## src/rtl/mem_map_pkg.sv

```systemverilog
`default_nettype none
// ============================================================================
//  Module   : mem_map_pkg
//  Purpose  : Shared types and default address-map constants for the
//             mem_map_arb memory-map arbiter/decoder and its decode block.
//  Contents : state_t  - arbiter FSM states
//             region_t - decoded target region of an address
//             C_*_DEF  - default parameter values for the 16-bit cpu map
//             clog2_min1() - index width helper that never returns 0
//  Revision : 1.0 - initial release
// ============================================================================
package mem_map_pkg;

   typedef enum logic [1:0] {
      IDLE = 2'd0,
      DRAM = 2'd1,
      IO   = 2'd2,
      RESP = 2'd3
   } state_t;

   typedef enum logic [1:0] {
      REG_DRAM = 2'd0,
      REG_IO   = 2'd1,
      REG_NONE = 2'd2
   } region_t;

   localparam int          C_AW_DEF        = 16;
   localparam int          C_DW_DEF        = 16;
   localparam int          C_DRAM_AW_DEF   = 25;
   localparam logic [15:0] C_DRAM_LAST_DEF = 16'hF7FF;
   localparam logic [15:0] C_IO_BASE_DEF   = 16'hF800;
   localparam int          C_NUM_IO_DEF    = 8;
   localparam int          C_DRAM_LAT_DEF  = 4;

   // Width of an index able to address n items; a single item still
   // gets a 1-bit index so no zero-width vectors appear.
   function automatic int clog2_min1(input int n);
      return (n > 1) ? $clog2(n) : 1;
   endfunction

endpackage : mem_map_pkg
`default_nettype wire

```

## src/rtl/mem_map_decode.sv

```systemverilog
`default_nettype none
// ============================================================================
//  Module   : mem_map_decode
//  Purpose  : Combinational address decoder. Classifies a cpu address as
//             DRAM, one of NUM_IO memory-mapped registers, or unmapped.
//  Ports    : addr   in  AW  address to classify
//             region out     REG_DRAM / REG_IO / REG_NONE
//             idx    out IW  I/O register index (addr - IO_BASE), 0 otherwise
//  Revision : 1.0 - initial release
// ============================================================================
module mem_map_decode
   import mem_map_pkg::*;
#(
   parameter int          AW        = C_AW_DEF,
   parameter logic [AW-1:0] DRAM_LAST = C_DRAM_LAST_DEF,
   parameter logic [AW-1:0] IO_BASE   = C_IO_BASE_DEF,
   parameter int          NUM_IO    = C_NUM_IO_DEF,
   parameter int          IW        = clog2_min1(NUM_IO)
) (
   input  logic [AW-1:0] addr,
   output region_t       region,
   output logic [IW-1:0] idx
);

   logic [AW-1:0] w_off;

   always_comb begin
      region = REG_NONE;
      idx    = '0;
      // Offset is only meaningful when addr >= IO_BASE; it is computed
      // unconditionally and used only under that guard.
      w_off  = addr - IO_BASE;
      if (addr <= DRAM_LAST) begin
         region = REG_DRAM;
      end else if ((addr >= IO_BASE) && (32'(w_off) < 32'(NUM_IO))) begin
         region = REG_IO;
         idx    = w_off[IW-1:0];
      end
   end

endmodule : mem_map_decode
`default_nettype wire

```

## src/rtl/mem_map_arb.sv

```systemverilog
`default_nettype none
// ============================================================================
//  Module   : mem_map_arb
//  Purpose  : Two-requester (instruction fetch / data load-store) arbiter
//             and memory-map decoder. Grants one request at a time onto a
//             single sdram_ctl port or onto NUM_IO memory-mapped registers,
//             and returns read data with a one-cycle ack pulse.
//  Ports    : clk, rst                     clock, synchronous active-high reset
//             if_req/if_addr               fetch request (always a read)
//             if_rdata/if_ack              fetch data and one-cycle completion
//             d_req/d_we/d_addr/d_wdata    data load/store request
//             d_rdata/d_ack                load data and one-cycle completion
//             dram_addr/we/wdata/rdata     sdram_ctl port
//             io_we/io_wdata               one-hot I/O write strobe and data
//             io_rdata                     packed I/O read values (reg i at
//                                          [i*DW +: DW])
//             fault_clr/fault_valid/fault_addr  present only with
//                                          MEM_MAP_FAULT_EN: sticky record of
//                                          the first unmapped access
//  Config   : `define MEM_MAP_FAULT_EN to add the unmapped-access fault ports.
//  Revision : 1.0 - initial release
// ============================================================================
module mem_map_arb
   import mem_map_pkg::*;
#(
   parameter int            AW        = C_AW_DEF,
   parameter int            DW        = C_DW_DEF,
   parameter int            DRAM_AW   = C_DRAM_AW_DEF,
   parameter logic [AW-1:0] DRAM_LAST = C_DRAM_LAST_DEF,
   parameter logic [AW-1:0] IO_BASE   = C_IO_BASE_DEF,
   parameter int            NUM_IO    = C_NUM_IO_DEF,
   parameter int            DRAM_LAT  = C_DRAM_LAT_DEF
) (
   input  logic                 clk,
   input  logic                 rst,
   input  logic                 if_req,
   input  logic [AW-1:0]        if_addr,
   output logic [DW-1:0]        if_rdata,
   output logic                 if_ack,
   input  logic                 d_req,
   input  logic                 d_we,
   input  logic [AW-1:0]        d_addr,
   input  logic [DW-1:0]        d_wdata,
   output logic [DW-1:0]        d_rdata,
   output logic                 d_ack,
   output logic [DRAM_AW-1:0]   dram_addr,
   output logic                 dram_we,
   output logic [DW-1:0]        dram_wdata,
   input  logic [DW-1:0]        dram_rdata,
   output logic [NUM_IO-1:0]    io_we,
   output logic [DW-1:0]        io_wdata,
   input  logic [NUM_IO*DW-1:0] io_rdata
`ifdef MEM_MAP_FAULT_EN
   ,
   input  logic                 fault_clr,
   output logic                 fault_valid,
   output logic [AW-1:0]        fault_addr
`endif
);

   localparam int IW = clog2_min1(NUM_IO);
   localparam int CW = clog2_min1(DRAM_LAT);

   // ------------------------------------------------------------------------
   // Elaboration-time sanity checks on the address map
   // ------------------------------------------------------------------------
   if ((NUM_IO < 1) || (NUM_IO > 64)) begin : g_chk_num_io
      $error("mem_map_arb: NUM_IO must be in 1..64");
   end
   if (DRAM_LAT < 1) begin : g_chk_dram_lat
      $error("mem_map_arb: DRAM_LAT must be >= 1");
   end
   if (DRAM_AW < AW) begin : g_chk_dram_aw
      $error("mem_map_arb: DRAM_AW must be >= AW");
   end
   if ((64'(IO_BASE) + 64'(NUM_IO)) > (64'd1 << AW)) begin : g_chk_io_wrap
      $error("mem_map_arb: I/O region wraps past the top of the address space");
   end

   // ------------------------------------------------------------------------
   // Registers
   // ------------------------------------------------------------------------
   state_t          state;
   state_t          state_nxt;
   logic            r_pend;      // request latched, decode happens this cycle
   logic            r_gnt_d;     // 1 = data requester owns the access
   logic            r_ptr_d;     // round-robin pointer, 1 = data preferred
   logic [AW-1:0]   r_addr;
   logic            r_we;
   logic [DW-1:0]   r_wdata;
   logic [DW-1:0]   r_rdata;
   logic [CW-1:0]   r_cnt;
   logic            r_io_hit;    // IO state targets a real register
   logic [IW-1:0]   r_idx;

   // ------------------------------------------------------------------------
   // Combinational helpers
   // ------------------------------------------------------------------------
   region_t         w_region;
   logic [IW-1:0]   w_idx;
   logic            w_gnt_d;
   logic            w_gnt_if;
   logic            w_dram_last;
   logic [DW-1:0]   w_io_words [NUM_IO];

   mem_map_decode #(
      .AW        (AW),
      .DRAM_LAST (DRAM_LAST),
      .IO_BASE   (IO_BASE),
      .NUM_IO    (NUM_IO),
      .IW        (IW)
   ) u_decode (
      .addr   (r_addr),
      .region (w_region),
      .idx    (w_idx)
   );

   for (genvar gi = 0; gi < NUM_IO; gi++) begin : g_io_unpack
      assign w_io_words[gi] = io_rdata[gi*DW +: DW];
   end

   // A lone requester always wins; on contention the pointer decides.
   assign w_gnt_d     = d_req  & (~if_req | r_ptr_d);
   assign w_gnt_if    = if_req & (~d_req  | ~r_ptr_d);
   assign w_dram_last = (r_cnt == CW'(DRAM_LAT - 1));

   // ------------------------------------------------------------------------
   // FSM state register
   // ------------------------------------------------------------------------
   always_ff @(posedge clk) begin
      if (rst) begin
         state <= IDLE;
      end else begin
         state <= state_nxt;
      end
   end

   // ------------------------------------------------------------------------
   // FSM next state and outputs
   // ------------------------------------------------------------------------
   always_comb begin
      state_nxt  = state;
      dram_addr  = '0;
      dram_we    = 1'b0;
      dram_wdata = '0;
      io_we      = '0;
      io_wdata   = '0;
      if_ack     = 1'b0;
      if_rdata   = '0;
      d_ack      = 1'b0;
      d_rdata    = '0;
      case (state)
         IDLE: begin
            // The cycle after a grant decodes the latched address. Unmapped
            // accesses take the IO slot with no strobe or capture so that
            // their ack timing matches an I/O access.
            if (r_pend) begin
               state_nxt = (w_region == REG_DRAM) ? DRAM : IO;
            end
         end
         DRAM: begin
            dram_addr  = DRAM_AW'(r_addr);
            dram_we    = r_we;
            dram_wdata = r_wdata;
            if (w_dram_last) begin
               state_nxt = RESP;
            end
         end
         IO: begin
            if (r_io_hit && r_we) begin
               io_we    = NUM_IO'(1) << r_idx;
               io_wdata = r_wdata;
            end
            state_nxt = RESP;
         end
         RESP: begin
            if (r_gnt_d) begin
               d_ack   = 1'b1;
               d_rdata = r_rdata;
            end else begin
               if_ack   = 1'b1;
               if_rdata = r_rdata;
            end
            state_nxt = IDLE;
         end
         default: begin
            state_nxt = IDLE;
         end
      endcase
   end

   // ------------------------------------------------------------------------
   // Request latch, DRAM counter and read-data capture
   // ------------------------------------------------------------------------
   always_ff @(posedge clk) begin
      if (rst) begin
         r_pend   <= 1'b0;
         r_gnt_d  <= 1'b0;
         r_ptr_d  <= 1'b1;
         r_addr   <= '0;
         r_we     <= 1'b0;
         r_wdata  <= '0;
         r_rdata  <= '0;
         r_cnt    <= '0;
         r_io_hit <= 1'b0;
         r_idx    <= '0;
      end else begin
         case (state)
            IDLE: begin
               if (r_pend) begin
                  r_pend   <= 1'b0;
                  r_cnt    <= '0;
                  r_io_hit <= (w_region == REG_IO);
                  r_idx    <= w_idx;
               end else if (w_gnt_d || w_gnt_if) begin
                  r_pend  <= 1'b1;
                  r_gnt_d <= w_gnt_d;
                  r_addr  <= w_gnt_d ? d_addr : if_addr;
                  r_we    <= w_gnt_d & d_we;       // fetch is always a read
                  r_wdata <= w_gnt_d ? d_wdata : '0;
                  r_rdata <= '0;                   // stores/unmapped return 0
                  r_ptr_d <= ~r_ptr_d;
               end
            end
            DRAM: begin
               if (w_dram_last) begin
                  if (!r_we) begin
                     r_rdata <= dram_rdata;
                  end
               end else begin
                  r_cnt <= r_cnt + CW'(1);
               end
            end
            IO: begin
               if (r_io_hit && !r_we) begin
                  r_rdata <= w_io_words[r_idx];
               end
            end
            default: begin
            end
         endcase
      end
   end

`ifdef MEM_MAP_FAULT_EN
   // ------------------------------------------------------------------------
   // Sticky unmapped-access record. A new fault beats a simultaneous clear,
   // and in that case its address replaces the cleared one.
   // ------------------------------------------------------------------------
   logic w_fault;
   assign w_fault = (state == IDLE) && r_pend && (w_region == REG_NONE);

   always_ff @(posedge clk) begin
      if (rst) begin
         fault_valid <= 1'b0;
         fault_addr  <= '0;
      end else if (w_fault) begin
         fault_valid <= 1'b1;
         if (!fault_valid || fault_clr) begin
            fault_addr <= r_addr;
         end
      end else if (fault_clr) begin
         fault_valid <= 1'b0;
         fault_addr  <= '0;
      end
   end
`endif

endmodule : mem_map_arb
`default_nettype wire

```

## config.mk

```make
export PLATFORM = sky130hd
export DESIGN_NAME = mem_map_arb
export DESIGN_NICKNAME = d
export VERILOG_FILES = /design/src/rtl/mem_map_pkg.sv /design/src/rtl/mem_map_decode.sv /design/src/rtl/mem_map_arb.sv
export SDC_FILE = /design/constraint.sdc
export NUM_CORES = 1
export LEC_CHECK = 0
export CORE_ASPECT_RATIO = 0.6
export CORE_UTILIZATION = 37
export CTS_BUF_LIST = sky130_fd_sc_hd__clkbuf_16
export CTS_CLUSTER_DIAMETER = 40
export DETAILED_ROUTE_END_ITERATION = 10
export GPL_TIMING_DRIVEN = 0
export HOLD_SLACK_MARGIN = 0.12
export PLACE_DENSITY = 0.85
export SYNTH_ARGS = -nofsm -noshare
export SYNTH_HDL_FRONTEND = slang
export SYNTH_SLANG_ARGS = --single-unit
```

## constraint.sdc

```tcl
create_clock -name clk -period 2.16 [get_ports clk]
set_clock_uncertainty 0.05 [all_clocks]
set_input_delay 0.648 -clock clk [delete_from_list [all_inputs] [get_ports clk]]
set_output_delay 0.648 -clock clk [all_outputs]
set_load 0.02 [all_outputs]
```

==> key figures, run 1 <==
Finish
  – Commonest non-fill, non-tap cell in the layout: clkdlybuf4s50_1
  – Finished Cell Area: 8399 um2
  – Synth-to-Final Area Change: 87.20%
  – Diodes inserted: 0
  – Final-stage net count: 1005
  – Fill cells: 846
  – Commonest cells after routing, fill and taps aside: 195 x clkdlybuf4s50_1, 58 x buf_6, 56 x dfxtp_1, 45 x nor2_1, 44 x buf_4
  – Layout cells sized above 1: 34.62%

GRT
  – Congestion Overflow GR: 0
  – Largest net degree at the start of global routing: 12
  – First-pass GRT wire length: 27020 um
  – Gr usage total: 28.80%
  – Vias in the first global route: 4945
  – Global route hottest layer: met2
  – Met3 Usage GRT: 6.157%
  – Met1 usage: 38.80%
  – Initial antenna violation count: 1
  – Routing usage on met2: 47.43%

Clock network
  – CTS Buf Count: 9
  – Worst-path clk slew: 0.05 ns
  – Clk buf depth: 2
  – Level count of the clock H-tree: 3
  – CTS tree: built
  – Clock Latency Late Sink: 0.32 ns
  – Root buf cell: clkbuf_16
  – CTS Hold Bufs: 0
  – Sink Count: 60

Synthesis
  – Async S/R FF share, synth: 0%
  – Synthesized flop and latch total: 60
  – EDFF count, synth: 0
  – Netlist cell types: 48
  – Syn Area/Cell: 9.486 um2
  – Proportion of netlist area held by the largest area contributor: 26.77%
  – Synth warn: 0
  – Mapped Cells: 473
  – Top post-synthesis cells by area: dfxtp_1 27%, mux4_1 11%, and2_1 9.3%
  – Sequential fraction of the synthesis area: 26.77%
  – Post-Syn Area: 4487 um2
  – Primary FF master, synth: dfxtp_1
  – Cell taking the most area after synthesis: dfxtp_1

STA
  – Worst slew margin: 61.20%
  – Worst-Margin Slew: 0.5819 ns
  – Fmax: 436.8 MHz
  – Final min period: 2.290 ns
  – Setup tns final: -5.462 ns
  – Endpoints failing setup: 74
  – Fin. Hold Viols: 0
  – Slack of the critical path: -0.1296 ns
  – Max-slew violations: 0
  – Final Cycle Share: 106.0%
  – Unrepaired setup endpoints after global routing: true

Setup path
  – CP max stage delay: 0.37 ns
  – Crit path kind: flop to output port
  – Crit path arrival time: 1.59 ns
  – Family with the most delay on the worst path: simple AND/OR/NAND/NOR gates
  – WP buf/inv: 2
  – Crit-path cells: inv_4, ha_4, and3_4, nand2_2, nor2_2, buf_4
  – CP max FO: 8
  – Crit path launch type: flop
  – Worst Setup End Kind: output port
  – CP max-delay cell: dfxtp_4
  – CP required: 1.46 ns

Pwr
  – Pwr dens: 696.4 nW/um2
  – Worst VDD drop: 0.0004973 V
  – Leakage dissipation: 3.455 nW

Floorplan
  – Die width: 144.2 um
  – I/O pin count: 297
  – Die area: 12590 um2
  – Starting Density: 38.81%
  – Core Box Area: 11560 um2
  – Row count: 30
  – Die Y: 87.30 um

Routing
  – Post-DRT Antenna Nets: 0
  – Vias per std cell: 5.333
  – First-pass iteration count of the detailed router: 5
  – DRC viols: 0
  – Final wirelength: 19340 um
  – First-iteration detailed-routing DRC count: 294
  – Via count: 5152
  – Routed WL per cell: 20.02 um

Status
  – Violated checks: setup timing
  – Status: finished, violations left

Place
  – IO buf count: 286
  – Placed cell area: 7587 um2
  – Hpwl dp: 14960 um
  – GPL Wtd Cong: 0.8369

Worst hold path
  – Worst Hold Class: flop to flop

Job
  – Total of max-cap violations: 0
## cell families (layout without fill, tap and decap cells)
| group | after synthesis | after routing | share of synthesized area, % |
|---|---|---|---|
| adder cells (fa/ha/maj) | 7 | 7 | 1.952 |
| buffers and inverters | 71 | 396 | 8.617 |
| AND/OR/NAND/NOR | 198 | 198 | 24.26 |
| AO/OA/AOI/OAI | 70 | 70 | 12.74 |
| multiplexers | 65 | 65 | 25.38 |
| other | 1 | 9 | 0.08358 |
| XOR/XNOR | 1 | 1 | 0.1952 |
| flip-flops | 60 | 60 | 26.77 |
## what timing repair did
item / in CTS / in global routing
cloned: 2 / 2
setup endpoints to repair: 121 / 130
resized for setup: 490 / 106
setup buffers: 13 / 10
pin swaps: 5 / 7
## worst paths after layout
kind	depth (start not counted)	slack (ns)	start	end
setup / recovery	6	-0.13	state[0]$_SDFFE_PP0P_	io_we[5]
hold / removal	2	0.46	r_wdata[15]$_SDFFE_PP0P_	r_wdata[15]$_SDFFE_PP0P_
setup reg to reg	9	0.06	state[1]$_SDFFE_PP0P_	r_rdata[3]$_SDFFE_PP0P_
hold reg to reg	2	0.46	r_wdata[15]$_SDFFE_PP0P_	r_wdata[15]$_SDFFE_PP0P_
## synth_stat cells (3+ instances only)
cell type	number
nor3_1	4
clkbuf_1	20
nand2_1	24
a211oi_1	16
and2_1	67
a22oi_1	18
nor2b_1	4
and3_1	18
nand2b_1	7
o221ai_1	11
nand4_1	16
o221ai_2	5
mux2i_1	17
dfxtp_1	60
o21ai_0	3
a32oi_1	3
buf_4	12
nor2_1	46
ha_1	7
mux2_2	16
a21oi_1	5
inv_1	20
buf_2	13
buf_6	3
mux4_1	18
mux4_2	14
## per-layer routing
layer / vias up / wire (um) / part of all wire, %
met5: - / 0 / 0
met4: 0 / 289 / 1.5
met3: 24 / 1336 / 6.9
met2: 236 / 9092 / 47
met1: 2506 / 8622 / 45
li1: 2386 / - / -
## sequential cells by signal (all words and copies together) (netlist names)
signal,count
r_addr,16
r_idx,3
r_ptr_d,1
state,2
r_wdata,16
r_we,1
r_pend,1
r_gnt_d,1
r_cnt,2
r_io_hit,1
r_rdata,16
## worst min-delay path: cells and delay by family, from the launching register on
kind	cells	cell delay (ns)
flops	1	0.33
simple gates	1	0.07
compound gates	1	0.08
## per-stage QoR
stage	power, mW	setup slack (ns)	hold slack [ns]	utilization, %	std cells
5_1_grt	6.142	-0.1844	0.4890	72.65	966
3_5_place_dp	3.890	-0.7720	0.4493	65.63	927
6_report	5.850	-0.1296	0.4632	72.65	966
2_1_floorplan	2.943	0.004841	0.4200	-	481
3_3_place_gp	3.761	-0.6995	0.4346	65.63	927
4_1_cts	5.585	-0.1485	0.4620	69.50	956
## cell type report
cell class | count | area (um2) | share of cell area, %
Tap cell | 160 | 200.2 | 2.383
Sequential cell | 60 | 1211 | 14.42
Inverter | 20 | 77.57 | 0.9236
Buffer | 48 | 431.7 | 5.139
Timing Repair Buffer | 312 | 2998 | 35.69
Clock buffer | 9 | 225.2 | 2.681
Multi-Input combinational cell | 350 | 3188 | 37.96
Clock inverter | 7 | 67.56 | 0.8044
## report_power, final
group | switching, mW | internal (mW)
registers | 0.279 | 1.40
clock network | 0.517 | 0.887
logic | 1.43 | 1.33
total | 2.23 | 3.62
Power figures use the tool's default switching activity.
==> run 2: changes to the inputs <==
--- a/config.mk
+++ b/config.mk
@@ -6,8 +6,8 @@
 export NUM_CORES = 1
 export LEC_CHECK = 0
 export CORE_ASPECT_RATIO = 0.6
+export CORE_MARGIN = 2
 export CORE_UTILIZATION = 37
-export CTS_BUF_LIST = sky130_fd_sc_hd__clkbuf_16
 export CTS_CLUSTER_DIAMETER = 40
 export DETAILED_ROUTE_END_ITERATION = 10
 export GPL_TIMING_DRIVEN = 0
==> key figures, run 2 (synthesis gave the netlist of run 1 again) <==
Pwr
  – Pwr dens: 712.8 nW/um2 (+2.4%)
  – Leakage dissipation: 3.451 nW (-0.13%)
  – Worst VDD drop: 0.0004025 V (-19%)

Setup path
  – Crit path launch type: flop
  – Family with the most delay on the worst path: simple AND/OR/NAND/NOR gates
  – CP max stage delay: 0.37 ns (about the same)
  – Worst reg2reg setup slack: 0.08 ns (+0.02 ns)
  – CP max-delay cell: dfxtp_4
  – Crit. Startpoint: state[0]$_SDFFE_PP0P_
  – WP buf/inv: 3 (+1)
  – Worst R2R Path Depth: 6 (-3)
  – Crit-path cells: inv_4, ha_4, and3_4, buf_12, nand2_8, nor3_4, buf_6
  – CP max FO: 5 (-3)
  – Crit path kind: flop to output port
  – FF-to-FF Start: r_idx[1]$_SDFFE_PP0P_
  – FF-to-FF End: r_rdata[12]$_SDFFE_PP0P_
  – Crit path arrival time: 1.60 ns (about the same)
  – CP required: 1.46 ns (about the same)
  – Worst Setup End Kind: output port

Floorplan
  – Die Y: 89.30 um (+2.3%)
  – Starting Density: 37.56% (-1.3 points)
  – Die width: 146.2 um (+1.4%)
  – Row count: 31 (+3.3%)
  – I/O pin count: 297 (unchanged)
  – Die area: 13050 um2 (+3.7%)
  – Core Box Area: 11950 um2 (+3.3%)

STA
  – Final min period: 2.299 ns (+0.009535 ns)
  – Final Cycle Share: 106.4% (+0.44 points)
  – Worst-Margin Slew: 0.5823 ns (+0.0003749 ns)
  – Endpoints failing setup: 68 (-8.1%)
  – Slack of the critical path: -0.1391 ns (-0.009535 ns)
  – Unrepaired setup endpoints after global routing: true
  – Fin. Hold Viols: 0 (unchanged)
  – Worst slew margin: 61.18% (about the same)
  – Max-slew violations: 0 (unchanged)
  – Fmax: 435.0 MHz (-0.41%)
  – Setup tns final: -3.951 ns (+1.511 ns)

Routing
  – Vias per std cell: 5.317 (-0.30%)
  – Via count: 5163 (+0.21%)
  – Routed WL per cell: 20.21 um (+0.95%)
  – First-pass iteration count of the detailed router: 5 (unchanged)
  – Post-DRT Antenna Nets: 0 (unchanged)
  – DRC viols: 0 (unchanged)
  – First-iteration detailed-routing DRC count: 277 (-5.8%)
  – Final wirelength: 19630 um (+1.5%)

Clock network
  – Worst-path clk slew: 0.05 ns (about the same)
  – Level count of the clock H-tree: 3 (unchanged)
  – CTS Buf Count: 9 (unchanged)
  – Root buf cell: clkbuf_16
  – CTS tree: built
  – Clk buf depth: 2 (unchanged)
  – Clock Latency Late Sink: 0.33 ns (about the same)
  – Sink Count: 60 (unchanged)
  – CTS Hold Bufs: 0 (unchanged)

Place
  – IO buf count: 286 (unchanged)
  – Hpwl dp: 15220 um (+1.7%)
  – GPL Wtd Cong: 0.8813 (+5.3%)
  – Placed cell area: 7594 um2 (about the same)

Job
  – Total of max-cap violations: 0 (unchanged)

Worst hold path
  – Worst hold start: r_addr[4]$_SDFFE_PP0P_
  – Worst Hold End: r_addr[4]$_SDFFE_PP0P_
  – Hold path cells: 2 (unchanged)
  – Worst Hold Class: flop to flop

Status
  – Status: finished, violations left
  – Violated checks: setup timing

Finish
  – Commonest cells after routing, fill and taps aside: 195 x clkdlybuf4s50_1, 74 x buf_4, 55 x dfxtp_1, 53 x buf_6, 45 x nor2_1
  – Biggest regs: r_addr (16), r_rdata (16), r_wdata (16)
  – Final-stage net count: 1006 (+0.10%)
  – Synth-to-Final Area Change: 89.26%
  – Commonest non-fill, non-tap cell in the layout: clkdlybuf4s50_1
  – Diodes inserted: 0 (unchanged)
  – Finished Cell Area: 8492 um2 (+1.1%)
  – Layout cells sized above 1: 33.87% (-0.74 points)

GRT
  – Initial antenna violation count: 0 (-1)
  – Gr usage total: 28.09% (-0.71 points)
  – Met1 usage: 36.06% (-2.7 points)
  – Routing usage on met2: 48.54% (+1.1 points)
  – Congestion Overflow GR: 0 (unchanged)
  – First-pass GRT wire length: 28320 um (+4.8%)
  – Largest net degree at the start of global routing: 11 (-1)
  – Global route hottest layer: met2
  – Met3 Usage GRT: 7.653% (+1.5 points)
  – Vias in the first global route: 5202 (+5.2%)
run 2: cell count changes in the layout (fill, tap and decap cells not counted), moves of 5 or more:
cell    before  now
and2_1      30   39
and2_4      37   28
buf_2       31    9
buf_4       44   74
buf_6       58   53
run 2: timing repair:
| item | in CTS | in global routing |
|---|---|---|
| setup endpoints to repair | 120 | 130 |
| endpoints found under the hold margin | 0 | 0 |
| pin swaps | 4 | 11 |
| gates cloned | 2 | 2 |
| buffers inserted | 13 | 10 |
| gates resized for setup | 449 | 165 |
run 2: metal layers:
layer	wire [um]	share of wire [%]
met3	1515	7.7
met5	0	0
met1	8319	42
met4	282	1.4
met2	9507	48
run 2: tightest hold or removal path, delay by kind of cell (launching register included):
family | cells | cell delay (ns)
AOI/OAI and AO/OA | 1 | 0.06
and+or+nand+nor | 1 | 0.10
DFF | 1 | 0.31
run 2: power by group:
part	leakage, nW	internal [mW]	switching (mW)
sequential	0.493	1.41	0.279
clock	0.165	1.10	0.504
combinational	2.79	1.35	1.42
run 2: per-stage QoR:
step / hold WS (ns) / power (mW) / setup slack [ns] / util (%) / cells
global route: 0.4956 / 6.388 / -0.1931 / 71.08 / 971
finish: 0.4710 / 6.053 / -0.1391 / 71.08 / 971
global placement: 0.4343 / 3.750 / -0.6711 / 63.56 / 932
detailed placement: 0.4537 / 3.892 / -0.7575 / 63.56 / 932
floorplan: 0.4200 / 2.943 / 0.004841 / - / 481
CTS: 0.4682 / 5.739 / -0.1890 / 67.66 / 961
run 2: worst max path at each step:
stage	endpoint	slack (ns)	depth (start not counted)
finish	io_we[4]	-0.14	7
global route	io_we[4]	-0.19	7
CTS	io_we[4]	-0.19	7
detailed placement	if_rdata[13]	-0.76	5
global placement	io_wdata[12]	-0.67	7
floorplan	io_we[4]	0.005	6
run 2: final cells by class:
type / count / area [um2]
repair buffers: 313 / 3012
plain buffers: 48 / 432.9
inverters: 20 / 77.57
multi-input cells: 350 / 3216
well taps: 165 / 206.4
flip-flops and latches: 60 / 1212
clock inverters: 3 / 68.82
clock buffers: 12 / 266.5
fillers: 895 / 3455
==> run 3: changes to the inputs <==
--- a/config.mk
+++ b/config.mk
@@ -5,14 +5,15 @@
 export SDC_FILE = /design/constraint.sdc
 export NUM_CORES = 1
 export LEC_CHECK = 0
-export CORE_ASPECT_RATIO = 0.6
-export CORE_MARGIN = 2
-export CORE_UTILIZATION = 37
+export CORE_AREA = 2 2 116 118
 export CTS_CLUSTER_DIAMETER = 40
 export DETAILED_ROUTE_END_ITERATION = 10
+export DIE_AREA = 0 0 118 120
+export DONT_BUFFER_PORTS = 1
 export GPL_TIMING_DRIVEN = 0
 export HOLD_SLACK_MARGIN = 0.12
-export PLACE_DENSITY = 0.85
+export PLACE_DENSITY = 0.51
+export SLEW_MARGIN = 30
 export SYNTH_ARGS = -nofsm -noshare
 export SYNTH_HDL_FRONTEND = slang
 export SYNTH_SLANG_ARGS = --single-unit
==> key figures, run 3 (synthesis gave the netlist of run 1 again) <==
Status
  – Status: finished, violations left
  – Violated checks: setup timing

Setup path
  – CP required: 1.46 ns (about the same)
  – Family with the most delay on the worst path: simple AND/OR/NAND/NOR gates
  – Crit path launch type: flop
  – WP buf/inv: 2 (-1)
  – Worst reg2reg setup slack: 0.11 ns (+0.03 ns)
  – Crit-path cells: inv_4, ha_4, and3_4, clkbuf_8, and2_4
  – Crit path kind: flop to output port
  – Crit. Startpoint: state[0]$_SDFFE_PP0P_
  – Worst Setup End Kind: output port
  – CP max FO: 6 (+1)
  – CP max-delay cell: dfxtp_4
  – Crit path arrival time: 1.56 ns (-0.04 ns)
  – FF-to-FF Start: state[0]$_SDFFE_PP0P_
  – CP max stage delay: 0.38 ns (about the same)

Clock network
  – Root buf cell: clkbuf_16
  – Level count of the clock H-tree: 3 (unchanged)
  – Sink Count: 60 (unchanged)
  – Clk buf depth: 2 (unchanged)
  – Worst-path clk slew: 0.06 ns (about the same)
  – Clock Latency Late Sink: 0.33 ns (about the same)
  – CTS Buf Count: 9 (unchanged)
  – CTS tree: built
  – CTS Hold Bufs: 0 (unchanged)

Floorplan
  – Die area: 14160 um2 (+8.5%)
  – Die Y: 120 um (+34%)
  – Row count: 42 (+35%)
  – I/O pin count: 297 (unchanged)
  – Die width: 118 um (-19%)
  – Starting Density: 34.57% (-3.0 points)
  – Core Box Area: 12980 um2 (+8.7%)

GRT
  – Vias in the first global route: 3845 (-26%)
  – Congestion Overflow GR: 0 (unchanged)
  – Gr usage total: 20.97% (-7.1 points)
  – First-pass GRT wire length: 22580 um (-20%)
  – Initial antenna violation count: 0 (unchanged)
  – Largest net degree at the start of global routing: 11 (unchanged)

Place
  – Placed Cells: 657 (-30%)
  – IO buf count: 0 (-100%)
  – Hpwl dp: 11790 um (-23%)
  – GPL Wtd Cong: 0.7724 (-12%)

Finish
  – Commonest cells after routing, fill and taps aside: 64 x and2_4, 58 x dfxtp_1, 43 x nor2_1, 24 x buf_4, 23 x nand2_1
  – Finished Layout Cells: 687 (-29%)
  – Diodes inserted: 0 (unchanged)
  – Commonest non-fill, non-tap cell in the layout: and2_4
  – Final-stage net count: 711 (-29%)
  – Biggest regs: r_addr (16), r_rdata (16), r_wdata (16)
  – Layout cells sized above 1: 42.27% (+8.4 points)
  – Synth-to-Final Area Change: 27.55%
  – Fill cells: 1261 (+41%)

Pwr
  – Sequential power share: 31.8% (+4.0 points)
  – Internal cell power: 3.273 mW (-15%)
  – Clk pwr share: 27.6% (+1.1 points)
  – Leakage dissipation: 2.167 nW (-37%)
  – Logic pwr share: 40.5% (-5.2 points)
  – Pwr dens: 916.2 nW/um2 (+29%)
  – Worst VDD drop: 0.0004391 V (+9.1%)
  – Switching power summed over all nets: 1.971 mW (-11%)
  – Design Power: 5.244 mW (-13%)
  – Switching share of power: 37.58% (+1.2 points)

Worst hold path
  – Worst hold start: d_wdata[5]
  – Worst Hold Class: input pin to flop

Routing
  – Post-DRT Antenna Nets: 0 (unchanged)
  – DRC viols: 0 (unchanged)
  – First-iteration detailed-routing DRC count: 181 (-35%)
  – Vias per std cell: 5.587 (+5.1%)
  – First-pass iteration count of the detailed router: 5 (unchanged)
  – Routed WL per cell: 21.84 um (+8.0%)
  – Final wirelength: 15000 um (-24%)
  – Via count: 3838 (-26%)

STA
  – Endpoints failing setup: 65 (-4.4%)
  – Worst-Margin Slew: 0.5908 ns (+0.008444 ns)
  – Worst slew margin: 60.62% (-0.56 points)
  – Unrepaired setup endpoints after global routing: true
  – Final Cycle Share: 104.6% (-1.9 points)
  – Final min period: 2.259 ns (-0.04002 ns)
  – Fin. Hold Viols: 0 (unchanged)
  – Slack of the critical path: -0.09906 ns (+0.04002 ns)
  – Fmax: 442.7 MHz (+1.8%)
  – Max-slew violations: 0 (unchanged)

Job
  – Total of max-cap violations: 0 (unchanged)
[run 3: cell types whose count changed in the layout (fill, tap and decap cells not counted), sizes merged]
cell	before	now
clkdlybuf4s50	195	0
clkbuf	33	31
bufinv	2	1
buf	143	46
clkinv	1	3
clkdlybuf4s15	2	0
[run 3: final timing paths]
path                                   end  cells after the start
setup / recovery               io_wdata[7]                      5
hold / removal     r_wdata[5]$_SDFFE_PP0P_                      2
setup reg to reg  r_rdata[10]$_SDFFE_PP0P_                     10
hold reg to reg       r_ptr_d$_SDFFE_PP1P_                      2
[run 3: power groups by stage]
stage	Sequential [mW]	Combinational [mW]	Clock [mW]
6_report	1.67	2.13	1.45
5_1_grt	1.72	2.36	1.54
4_1_cts	1.67	2.03	1.50
3_5_place_dp	1.64	1.73	0
3_3_place_gp	1.63	1.70	0
2_1_floorplan	1.56	1.38	0
[run 3: area by class of cell]
cell class	instances	area [um2]	share of cell area (%)
Timing Repair Buffer	18	175.2	3.061
Inverter	20	77.57	1.355
Multi-Input combinational cell	350	3288	57.46
Sequential cell	60	1209	21.12
Clock inverter	4	48.80	0.8526
Buffer	48	451.7	7.892
Tap cell	176	220.2	3.848
Clock buffer	11	252.7	4.416
[run 3: per-layer routing]
metal	routed length, um	GRT usage (%)	vias to the layer above	part of all wire [%]
li1	-	-	1796	-
met2	7220	33.25	186	48
met1	6584	28.50	1844	44
met5	0	0	-	0
met3	1029	5.086	12	6.9
met4	167	5.949	0	1.1
[run 3: per-stage QoR]
stage	worst slack, ns	cell area, um2	TNS, ns	hold WS (ns)	utilization, %
6_report	-0.09906	5723	-2.477	0.4207	44.09
5_1_grt	-0.1535	5723	-6.871	0.4079	44.09
4_1_cts	-0.1680	5627	-3.000	0.4036	43.35
3_5_place_dp	-0.4075	4745	-11.38	0.4522	36.55
3_3_place_gp	-0.3582	4745	-8.975	0.4343	36.55
2_1_floorplan	0.004841	4524	0	0.4200	-
[run 3: repair_timing]
item / 4_1_cts / 5_1_grt
pin swaps: 19 / 10
endpoints found under the setup margin: 111 / 130
cloned: 2 / 0
buffers inserted: 11 / 5
resized for setup: 198 / 33
endpoints found under the hold margin: 0 / 0
